## src/rtl/dram_cmd_scheduler_if.sv

```systemverilog
// rtl/dram_cmd_scheduler_if.sv - request and DDR4 command bus bundle for dram_cmd_scheduler
interface dram_cmd_scheduler_if #(
  parameter int ADDR_WIDTH          = 36,
  parameter int MEMOP_WIDTH         = 12,
  parameter int TF_MEMOP_TIME_WIDTH = 12
);
  logic                           req_valid;
  logic                           req_ready;
  logic [TF_MEMOP_TIME_WIDTH-1:0] req_time;
  logic [MEMOP_WIDTH-1:0]         req_op;
  logic [ADDR_WIDTH-1:0]          req_addr;
  logic                           cmd_valid;
  logic [2:0]                     cmd_code;
  logic [1:0]                     cmd_bg;
  logic [1:0]                     cmd_bank;
  logic [15:0]                    cmd_row;
  logic [7:0]                     cmd_col;
  logic                           req_done;
  logic                           req_err;

  modport master (
    output req_valid, req_time, req_op, req_addr,
    input  req_ready, cmd_valid, cmd_code, cmd_bg, cmd_bank, cmd_row, cmd_col,
           req_done, req_err
  );

  modport slave (
    input  req_valid, req_time, req_op, req_addr,
    output req_ready, cmd_valid, cmd_code, cmd_bg, cmd_bank, cmd_row, cmd_col,
           req_done, req_err
  );
endinterface

```

## src/rtl/dram_cmd_scheduler.sv

```systemverilog
// rtl/dram_cmd_scheduler.sv - in-order open-page DDR4 command scheduler over 16 banks
module dram_cmd_scheduler #(
  parameter int ADDR_WIDTH          = 36,
  parameter int MEMOP_WIDTH         = 12,
  parameter int TF_MEMOP_TIME_WIDTH = 12,
  parameter int T_RCD               = 24,
  parameter int T_RP                = 24,
  parameter int T_RAS               = 52,
  parameter int T_RTP               = 12,
  parameter int T_CWL               = 20,
  parameter int T_BURST             = 4,
  parameter int T_WR                = 20
) (
  input  logic                clock,
  input  logic                reset_n,
  input  logic [63:0]         cycle,
  dram_cmd_scheduler_if.slave bus
);
  localparam logic [2:0] CMD_NONE = 3'd0;
  localparam logic [2:0] CMD_ACT  = 3'd1;
  localparam logic [2:0] CMD_PRE  = 3'd2;
  localparam logic [2:0] CMD_RD   = 3'd3;
  localparam logic [2:0] CMD_WR   = 3'd4;

  // Counters hold edges-left-minus-one so the gated command lands exactly T edges after its cause.
  localparam logic [7:0] LD_RCD = 8'(T_RCD - 1);
  localparam logic [7:0] LD_RP  = 8'(T_RP - 1);
  localparam logic [7:0] LD_RAS = 8'(T_RAS - 1);
  localparam logic [7:0] LD_RTP = 8'(T_RTP - 1);
  localparam logic [7:0] LD_WRP = 8'(T_CWL + T_BURST + T_WR - 1);

  typedef enum logic [2:0] {S_IDLE, S_WAIT, S_PRE, S_ACT, S_CAS} state_t;

  state_t                         state, state_nx;
  logic [2:0]                     cmd_nx;
  logic                           err_nx;
  logic [TF_MEMOP_TIME_WIDTH-1:0] r_time;
  logic [MEMOP_WIDTH-1:0]         r_op;
  logic [3:0]                     r_bidx;
  logic [15:0]                    r_row;
  logic [7:0]                     r_col;
  logic [15:0]                    bank_open;
  logic [15:0]                    open_row [16];
  logic [7:0]                     act_cnt  [16];
  logic [7:0]                     cas_cnt  [16];
  logic [7:0]                     pre_cnt  [16];
  logic                           time_ok, time_soon, op_bad, is_wr;

  logic        cmd_valid_q, req_done_q, req_err_q;
  logic [2:0]  cmd_code_q;
  logic [1:0]  cmd_bg_q, cmd_bank_q;
  logic [15:0] cmd_row_q;
  logic [7:0]  cmd_col_q;

  function automatic logic [7:0] dec(input logic [7:0] v);
    return (v == 8'd0) ? 8'd0 : v - 8'd1;
  endfunction

  function automatic logic [7:0] max8(input logic [7:0] a, input logic [7:0] b);
    return (a > b) ? a : b;
  endfunction

  assign time_ok   = cycle >= 64'(r_time);
  // WAIT decides one edge early so the first command can issue on the req_time edge itself.
  assign time_soon = ({1'b0, cycle} + 65'd1) >= 65'(r_time);
  assign op_bad    = r_op > MEMOP_WIDTH'(2);
  assign is_wr     = r_op == MEMOP_WIDTH'(1);

  always_comb begin
    state_nx = state;
    cmd_nx   = CMD_NONE;
    err_nx   = 1'b0;
    case (state)
      S_IDLE: if (bus.req_valid) state_nx = S_WAIT;
      S_WAIT: begin
        if (op_bad) begin
          err_nx   = 1'b1;
          state_nx = S_IDLE;
        end else if (time_soon) begin
          if (!bank_open[r_bidx])              state_nx = S_ACT;
          else if (open_row[r_bidx] == r_row)  state_nx = S_CAS;
          else                                 state_nx = S_PRE;
        end
      end
      S_PRE: if (pre_cnt[r_bidx] == 8'd0 && time_ok) begin
        cmd_nx   = CMD_PRE;
        state_nx = S_ACT;
      end
      S_ACT: if (act_cnt[r_bidx] == 8'd0 && time_ok) begin
        cmd_nx   = CMD_ACT;
        state_nx = S_CAS;
      end
      S_CAS: if (cas_cnt[r_bidx] == 8'd0 && time_ok) begin
        cmd_nx   = is_wr ? CMD_WR : CMD_RD;
        state_nx = S_IDLE;
      end
      default: state_nx = S_IDLE;
    endcase
  end

  always_ff @(posedge clock or negedge reset_n) begin
    if (!reset_n) begin
      state       <= S_IDLE;
      r_time      <= '0;
      r_op        <= '0;
      r_bidx      <= '0;
      r_row       <= '0;
      r_col       <= '0;
      bank_open   <= '0;
      cmd_valid_q <= 1'b0;
      cmd_code_q  <= CMD_NONE;
      cmd_bg_q    <= '0;
      cmd_bank_q  <= '0;
      cmd_row_q   <= '0;
      cmd_col_q   <= '0;
      req_done_q  <= 1'b0;
      req_err_q   <= 1'b0;
      for (int b = 0; b < 16; b++) begin
        open_row[b] <= '0;
        act_cnt[b]  <= '0;
        cas_cnt[b]  <= '0;
        pre_cnt[b]  <= '0;
      end
    end else begin
      state <= state_nx;
      if (state == S_IDLE && bus.req_valid) begin
        r_time <= bus.req_time;
        r_op   <= bus.req_op;
        r_bidx <= {bus.req_addr[7:6], bus.req_addr[9:8]};
        r_col  <= bus.req_addr[17:10];
        r_row  <= bus.req_addr[33:18];
      end
      cmd_valid_q <= cmd_nx != CMD_NONE;
      cmd_code_q  <= cmd_nx;
      cmd_bg_q    <= (cmd_nx != CMD_NONE) ? r_bidx[3:2] : 2'd0;
      cmd_bank_q  <= (cmd_nx != CMD_NONE) ? r_bidx[1:0] : 2'd0;
      cmd_row_q   <= (cmd_nx == CMD_ACT) ? r_row : 16'd0;
      cmd_col_q   <= (cmd_nx == CMD_RD || cmd_nx == CMD_WR) ? r_col : 8'd0;
      req_done_q  <= cmd_nx == CMD_RD || cmd_nx == CMD_WR;
      req_err_q   <= err_nx;
      for (int b = 0; b < 16; b++) begin
        act_cnt[b] <= dec(act_cnt[b]);
        cas_cnt[b] <= dec(cas_cnt[b]);
        pre_cnt[b] <= dec(pre_cnt[b]);
      end
      case (cmd_nx)
        CMD_PRE: begin
          bank_open[r_bidx] <= 1'b0;
          act_cnt[r_bidx]   <= LD_RP;
        end
        CMD_ACT: begin
          bank_open[r_bidx] <= 1'b1;
          open_row[r_bidx]  <= r_row;
          cas_cnt[r_bidx]   <= LD_RCD;
          pre_cnt[r_bidx]   <= LD_RAS;
        end
        CMD_RD:  pre_cnt[r_bidx] <= max8(dec(pre_cnt[r_bidx]), LD_RTP);
        CMD_WR:  pre_cnt[r_bidx] <= max8(dec(pre_cnt[r_bidx]), LD_WRP);
        default: ;
      endcase
    end
  end

  assign bus.req_ready = state == S_IDLE;
  assign bus.cmd_valid = cmd_valid_q;
  assign bus.cmd_code  = cmd_code_q;
  assign bus.cmd_bg    = cmd_bg_q;
  assign bus.cmd_bank  = cmd_bank_q;
  assign bus.cmd_row   = cmd_row_q;
  assign bus.cmd_col   = cmd_col_q;
  assign bus.req_done  = req_done_q;
  assign bus.req_err   = req_err_q;
endmodule

```

## src/flat_wrapper.sv

```systemverilog
// flat-port wrapper written by rule: the top's interface ports become plain ports
module dram_cmd_scheduler_flat 
#(
  parameter int ADDR_WIDTH          = 36,
  parameter int MEMOP_WIDTH         = 12,
  parameter int TF_MEMOP_TIME_WIDTH = 12,
  parameter int T_RCD               = 24,
  parameter int T_RP                = 24,
  parameter int T_RAS               = 52,
  parameter int T_RTP               = 12,
  parameter int T_CWL               = 20,
  parameter int T_BURST             = 4,
  parameter int T_WR                = 20
)
  (clock, reset_n, cycle, bus_req_valid, bus_req_time, bus_req_op, bus_req_addr, bus_req_ready, bus_cmd_valid, bus_cmd_code, bus_cmd_bg, bus_cmd_bank, bus_cmd_row, bus_cmd_col, bus_req_done, bus_req_err);
  dram_cmd_scheduler_if #(.ADDR_WIDTH(ADDR_WIDTH), .MEMOP_WIDTH(MEMOP_WIDTH), .TF_MEMOP_TIME_WIDTH(TF_MEMOP_TIME_WIDTH)) bus_i ();
  input  logic clock;
  input  logic reset_n;
  input  logic [63:0] cycle;
  input wire logic [$bits(bus_i.req_valid)-1:0] bus_req_valid;
  input wire logic [$bits(bus_i.req_time)-1:0] bus_req_time;
  input wire logic [$bits(bus_i.req_op)-1:0] bus_req_op;
  input wire logic [$bits(bus_i.req_addr)-1:0] bus_req_addr;
  output wire logic [$bits(bus_i.req_ready)-1:0] bus_req_ready;
  output wire logic [$bits(bus_i.cmd_valid)-1:0] bus_cmd_valid;
  output wire logic [$bits(bus_i.cmd_code)-1:0] bus_cmd_code;
  output wire logic [$bits(bus_i.cmd_bg)-1:0] bus_cmd_bg;
  output wire logic [$bits(bus_i.cmd_bank)-1:0] bus_cmd_bank;
  output wire logic [$bits(bus_i.cmd_row)-1:0] bus_cmd_row;
  output wire logic [$bits(bus_i.cmd_col)-1:0] bus_cmd_col;
  output wire logic [$bits(bus_i.req_done)-1:0] bus_req_done;
  output wire logic [$bits(bus_i.req_err)-1:0] bus_req_err;
  assign bus_i.req_valid = bus_req_valid;
  assign bus_i.req_time = bus_req_time;
  assign bus_i.req_op = bus_req_op;
  assign bus_i.req_addr = bus_req_addr;
  assign bus_req_ready = bus_i.req_ready;
  assign bus_cmd_valid = bus_i.cmd_valid;
  assign bus_cmd_code = bus_i.cmd_code;
  assign bus_cmd_bg = bus_i.cmd_bg;
  assign bus_cmd_bank = bus_i.cmd_bank;
  assign bus_cmd_row = bus_i.cmd_row;
  assign bus_cmd_col = bus_i.cmd_col;
  assign bus_req_done = bus_i.req_done;
  assign bus_req_err = bus_i.req_err;
  dram_cmd_scheduler #(.ADDR_WIDTH(ADDR_WIDTH), .MEMOP_WIDTH(MEMOP_WIDTH), .TF_MEMOP_TIME_WIDTH(TF_MEMOP_TIME_WIDTH), .T_RCD(T_RCD), .T_RP(T_RP), .T_RAS(T_RAS), .T_RTP(T_RTP), .T_CWL(T_CWL), .T_BURST(T_BURST), .T_WR(T_WR)) u_core (.clock(clock), .reset_n(reset_n), .cycle(cycle), .bus(bus_i));
endmodule
```

## config.mk

```make
export PLATFORM = sky130hd
export DESIGN_NAME = dram_cmd_scheduler_flat
export DESIGN_NICKNAME = d
export VERILOG_FILES = /design/src/rtl/dram_cmd_scheduler_if.sv /design/src/rtl/dram_cmd_scheduler.sv /design/src/flat_wrapper.sv
export SDC_FILE = /design/constraint.sdc
export NUM_CORES = 2
export LEC_CHECK = 0
export CAP_MARGIN = 20
export CORE_MARGIN = 10
export CORE_UTILIZATION = 38
export CTS_BUF_LIST = sky130_fd_sc_hd__clkbuf_16
export DETAILED_ROUTE_END_ITERATION = 10
export GPL_ROUTABILITY_DRIVEN = 0
export SLEW_MARGIN = 5
export SYNTH_ARGS = -nofsm -noshare
export SYNTH_HDL_FRONTEND = slang
export SYNTH_SLANG_ARGS = --single-unit
```

## constraint.sdc

```tcl
create_clock -name clock -period 5.4 [get_ports clock]
set_input_delay 0.54 -clock clock [delete_from_list [all_inputs] [get_ports clock]]
set_output_delay 0.54 -clock clock [all_outputs]
set_load 0.02 [all_outputs]
```

==> metrics.md <==
| Metric | Value |
|---|---|
| Outcome | `finished clean` |
| Post-CTS sizing | `0` |
| Share of the synthesized area in the top cell type | `48.87%` |
| Register area share after synthesis | `48.87%` |
| Vias per inst | `5.549` |
| Clk pwr share | `21.5%` |
| WL/cell | `19.95 um` |
| Max cap viols | `0` |
| Synthesized area per cell | `9.755 sq um` |
| Syn_nets | `4126` |
| Post-synth EDFFs | `0` |
| CTS Sinks | `745` |
| Clock Latency Late Sink | `0.66 ns` |
| Root buffer cell | `clkbuf_16` |
| Final Hold Viols | `0` |
| Sw frac | `40.21%` |
| Initial antenna violation count | `2` |
| Crit Path Class | `reg2reg` |
| # H-tree levels | `3` |
| VDD IR max | `0.3778 mV` |
| Final net count | `4285` |
| Die Area | `113500 sq um` |
| CTS tree | `built` |
| Port Buffer Count | `153` |
| Remaining DRCs | `0` |
| Final WL | `108.3 mm` |
| Die Width | `336.9 um` |
| Setup violators final | `0` |
| Min-Delay Path Class | `in2reg` |
| Worst setup SP type | `flop` |
| IO Pins | `162` |
| Critical path peak fanout | `37` |
| Vias in the first global route | `29250` |
| Leak | `18.09 nW` |
| Total number of vias | `30140` |
| PD cells | `570.9 nW/um^2` |
| First-pass GRT wire length | `170.8 mm` |
| Min Tclk post-route | `4.683 ns` |
| Slew Viols, Final | `0` |
| Most common cell in the netlist | `dfrtp_1` |
| Actual slew at the worst max-slew pin | `1.157 ns` |
| Comb pwr share | `39.1%` |
| Critical Path RT | `5.88 ns` |
| Clock transition at path regs | `0.06 ns` |
| Setup Fix Bufs, Post-CTS | `0` |
| Synth area leader | `dfrtp_1` |
| Power Internal | `14.97 mW` |
| Worst relative slew slack | `22.15%` |
| Multi-input logic area | `18340 sq um` |
| Die H | `336.9 um` |
| Yosys reg bits | `745` |
| Clock Tree Buf Depth | `3` |
| Syn-to-layout area delta | `14.97%` |
| F_max | `213.5 MHz` |
| Clock skew | `0.03662 ns` |
| Ys async rst share | `100.0%` |
| CORE AREA | `99860 sq um` |
| Reg power frac | `39.4%` |
| Row count | `116` |
| ANT nets after route | `0` |
| Tot GR Track Use | `18.86%` |
| Syn. warnings | `0` |
| Initial Utilization | `38.21%` |
| Count of different cell masters after synthesis | `75` |
| Drt first pass iters | `5` |
| P_sw | `10.07 mW` |
| Share of cells above drive strength 1 | `8.591%` |
| Hold slack | `0.4520 ns` |
| Top post-synthesis cells by count | `dfrtp_1, nand2_1, o21ai_0, nor2_1, nor3_1` |
| WP data arrival | `5.16 ns` |
| R2r setup slk | `0.72 ns` |
| Synthesized area | `38150 sq um` |
| DP HPWL | `72.98 mm` |
| Synth Flop Type | `dfrtp_1` |
| Synth top area cells | `dfrtp_1, mux4_2, nand2_1, o21ai_0, nor2_1` |
| GR Overflow Total | `0` |
| Crit end category | `flop` |
| FF+latch area | `18650 sq um` |
| Setup TNS | `0 ns` |
| RSZ-0062 raised after global routing | `no` |
| Final period util | `86.73%` |
| Fillers | `9569` |
| Iter 0 DRT Violations | `2465` |
| Syn Inst Count | `3911` |
| Num CTS Buffers | `79` |
| Largest net degree at the start of global routing | `143` |
==> state kept, by name, indices dropped and copies added (netlist names), 12 cells and up, named ones only <==
signal              count
u_core.pre_cnt        128
u_core.open_row       256
u_core.r_row           16
u_core.cas_cnt        128
u_core.act_cnt        128
u_core.r_op            12
u_core.bus.cmd_row     16
u_core.r_time          12
==> critical path, stage by stage (launching register included) <==
cell	delay [ns]
dfrtp_4	0.80
buf_4	0.49
mux4_2	0.39
a22oi_1	0.41
nand2_1	0.20
or2_1	0.35
o31a_1	0.46
o31ai_4	0.45
nand4_1	0.19
nand2_1	0.42
buf_4	0.25
a21oi_1	0.07
==> cell type report <==
cell class	instances	area share (%)
multi-input combinational	2869	41.80
tap	1298	3.703
antenna	1	0.005705
clock buffer	80	4.564
sequential	745	42.53
timing repair buffer	224	4.889
clock inverter	63	1.218
inverter	151	1.292
==> metrics by stage <==
stage / std cells / total power [mW] / area, sq um / setup WS, ns / util [%]
finish: 5431 / 25.04 / 43860 / 0.7167 / 43.93
global route: 5430 / 26.81 / 43860 / 0.5289 / 43.92
CTS: 5429 / 25.10 / 43850 / 0.7923 / 43.92
detailed placement: 5285 / 19.62 / 41310 / 0.4218 / 41.37
global placement: 5285 / 19.39 / 41310 / 0.4186 / 41.37
floorplan: 3911 / 16.51 / 38150 / 1.242 / -
==> worst paths after layout <==
kind | startpoint | endpoint | cells after the start
hold reg to reg | u_core.open_row[80] | u_core.open_row[80] | 2
setup reg to reg | u_core.r_bidx[1] | u_core.pre_cnt[80] | 11
hold / removal | bus_req_time[9] | u_core.r_time[9] | 3
min in group asynchronous | reset_n | u_core.cas_cnt[31] | 2
setup / recovery | u_core.r_bidx[1] | u_core.pre_cnt[80] | 11
max in group asynchronous | reset_n | u_core.r_row[12] | 3
==> power by group through the flow <==
stage	clock network [mW]	registers (mW)	logic [mW]
global placement	0	9.84	9.55
detailed placement	0	9.88	9.74
global route	5.73	10.2	10.9
floorplan	0	9.19	7.32
finish	5.37	9.87	9.80
CTS	5.50	9.82	9.78
==> repair_timing <==
item	in CTS	in global routing
endpoints found under the setup margin	0	0
hold endpoints to repair	80	0
hold buffers	1	0
==> cells by family after synthesis <==
kind of cell / share of synthesized area, %
AO/OA/AOI/OAI: 11.96
multiplexers: 9.183
buffers and inverters: 3.103
AND/OR/NAND/NOR: 19.52
adder cells (fa/ha/maj): 2.886
XOR/XNOR: 4.477
flip-flops: 48.87
==> cells in the final DEF, fill, tap and decap left out, types with 42 or more instances in the layout <==
master / Yosys / routed
clkbuf_16: 0 / 80
or3_1: 52 / 52
clkdlybuf4s50_1: 0 / 152
mux2i_1: 62 / 62
nor3_1: 214 / 214
mux4_2: 114 / 114
inv_1: 150 / 173
nand4_1: 42 / 42
o21ai_0: 445 / 445
o22ai_1: 53 / 53
nor2_1: 318 / 318
dfrtp_1: 745 / 741
nand3_1: 95 / 95
a21oi_1: 100 / 100
nor4_1: 44 / 44
nand2_1: 601 / 600
buf_4: 4 / 63
xor2_1: 65 / 65
xnor2_1: 130 / 130
ha_1: 88 / 88
==> routing by layer <==
layer	vias up	share of wire [%]	global-route usage, %
met3	169	6.2	2.876
met2	849	45	29.15
met5	-	0.012	0
li1	14260	-	-
met1	14860	47	27.25
met4	2	2.5	5.270
No activity file was read; power rests on OpenSTA's default activity.
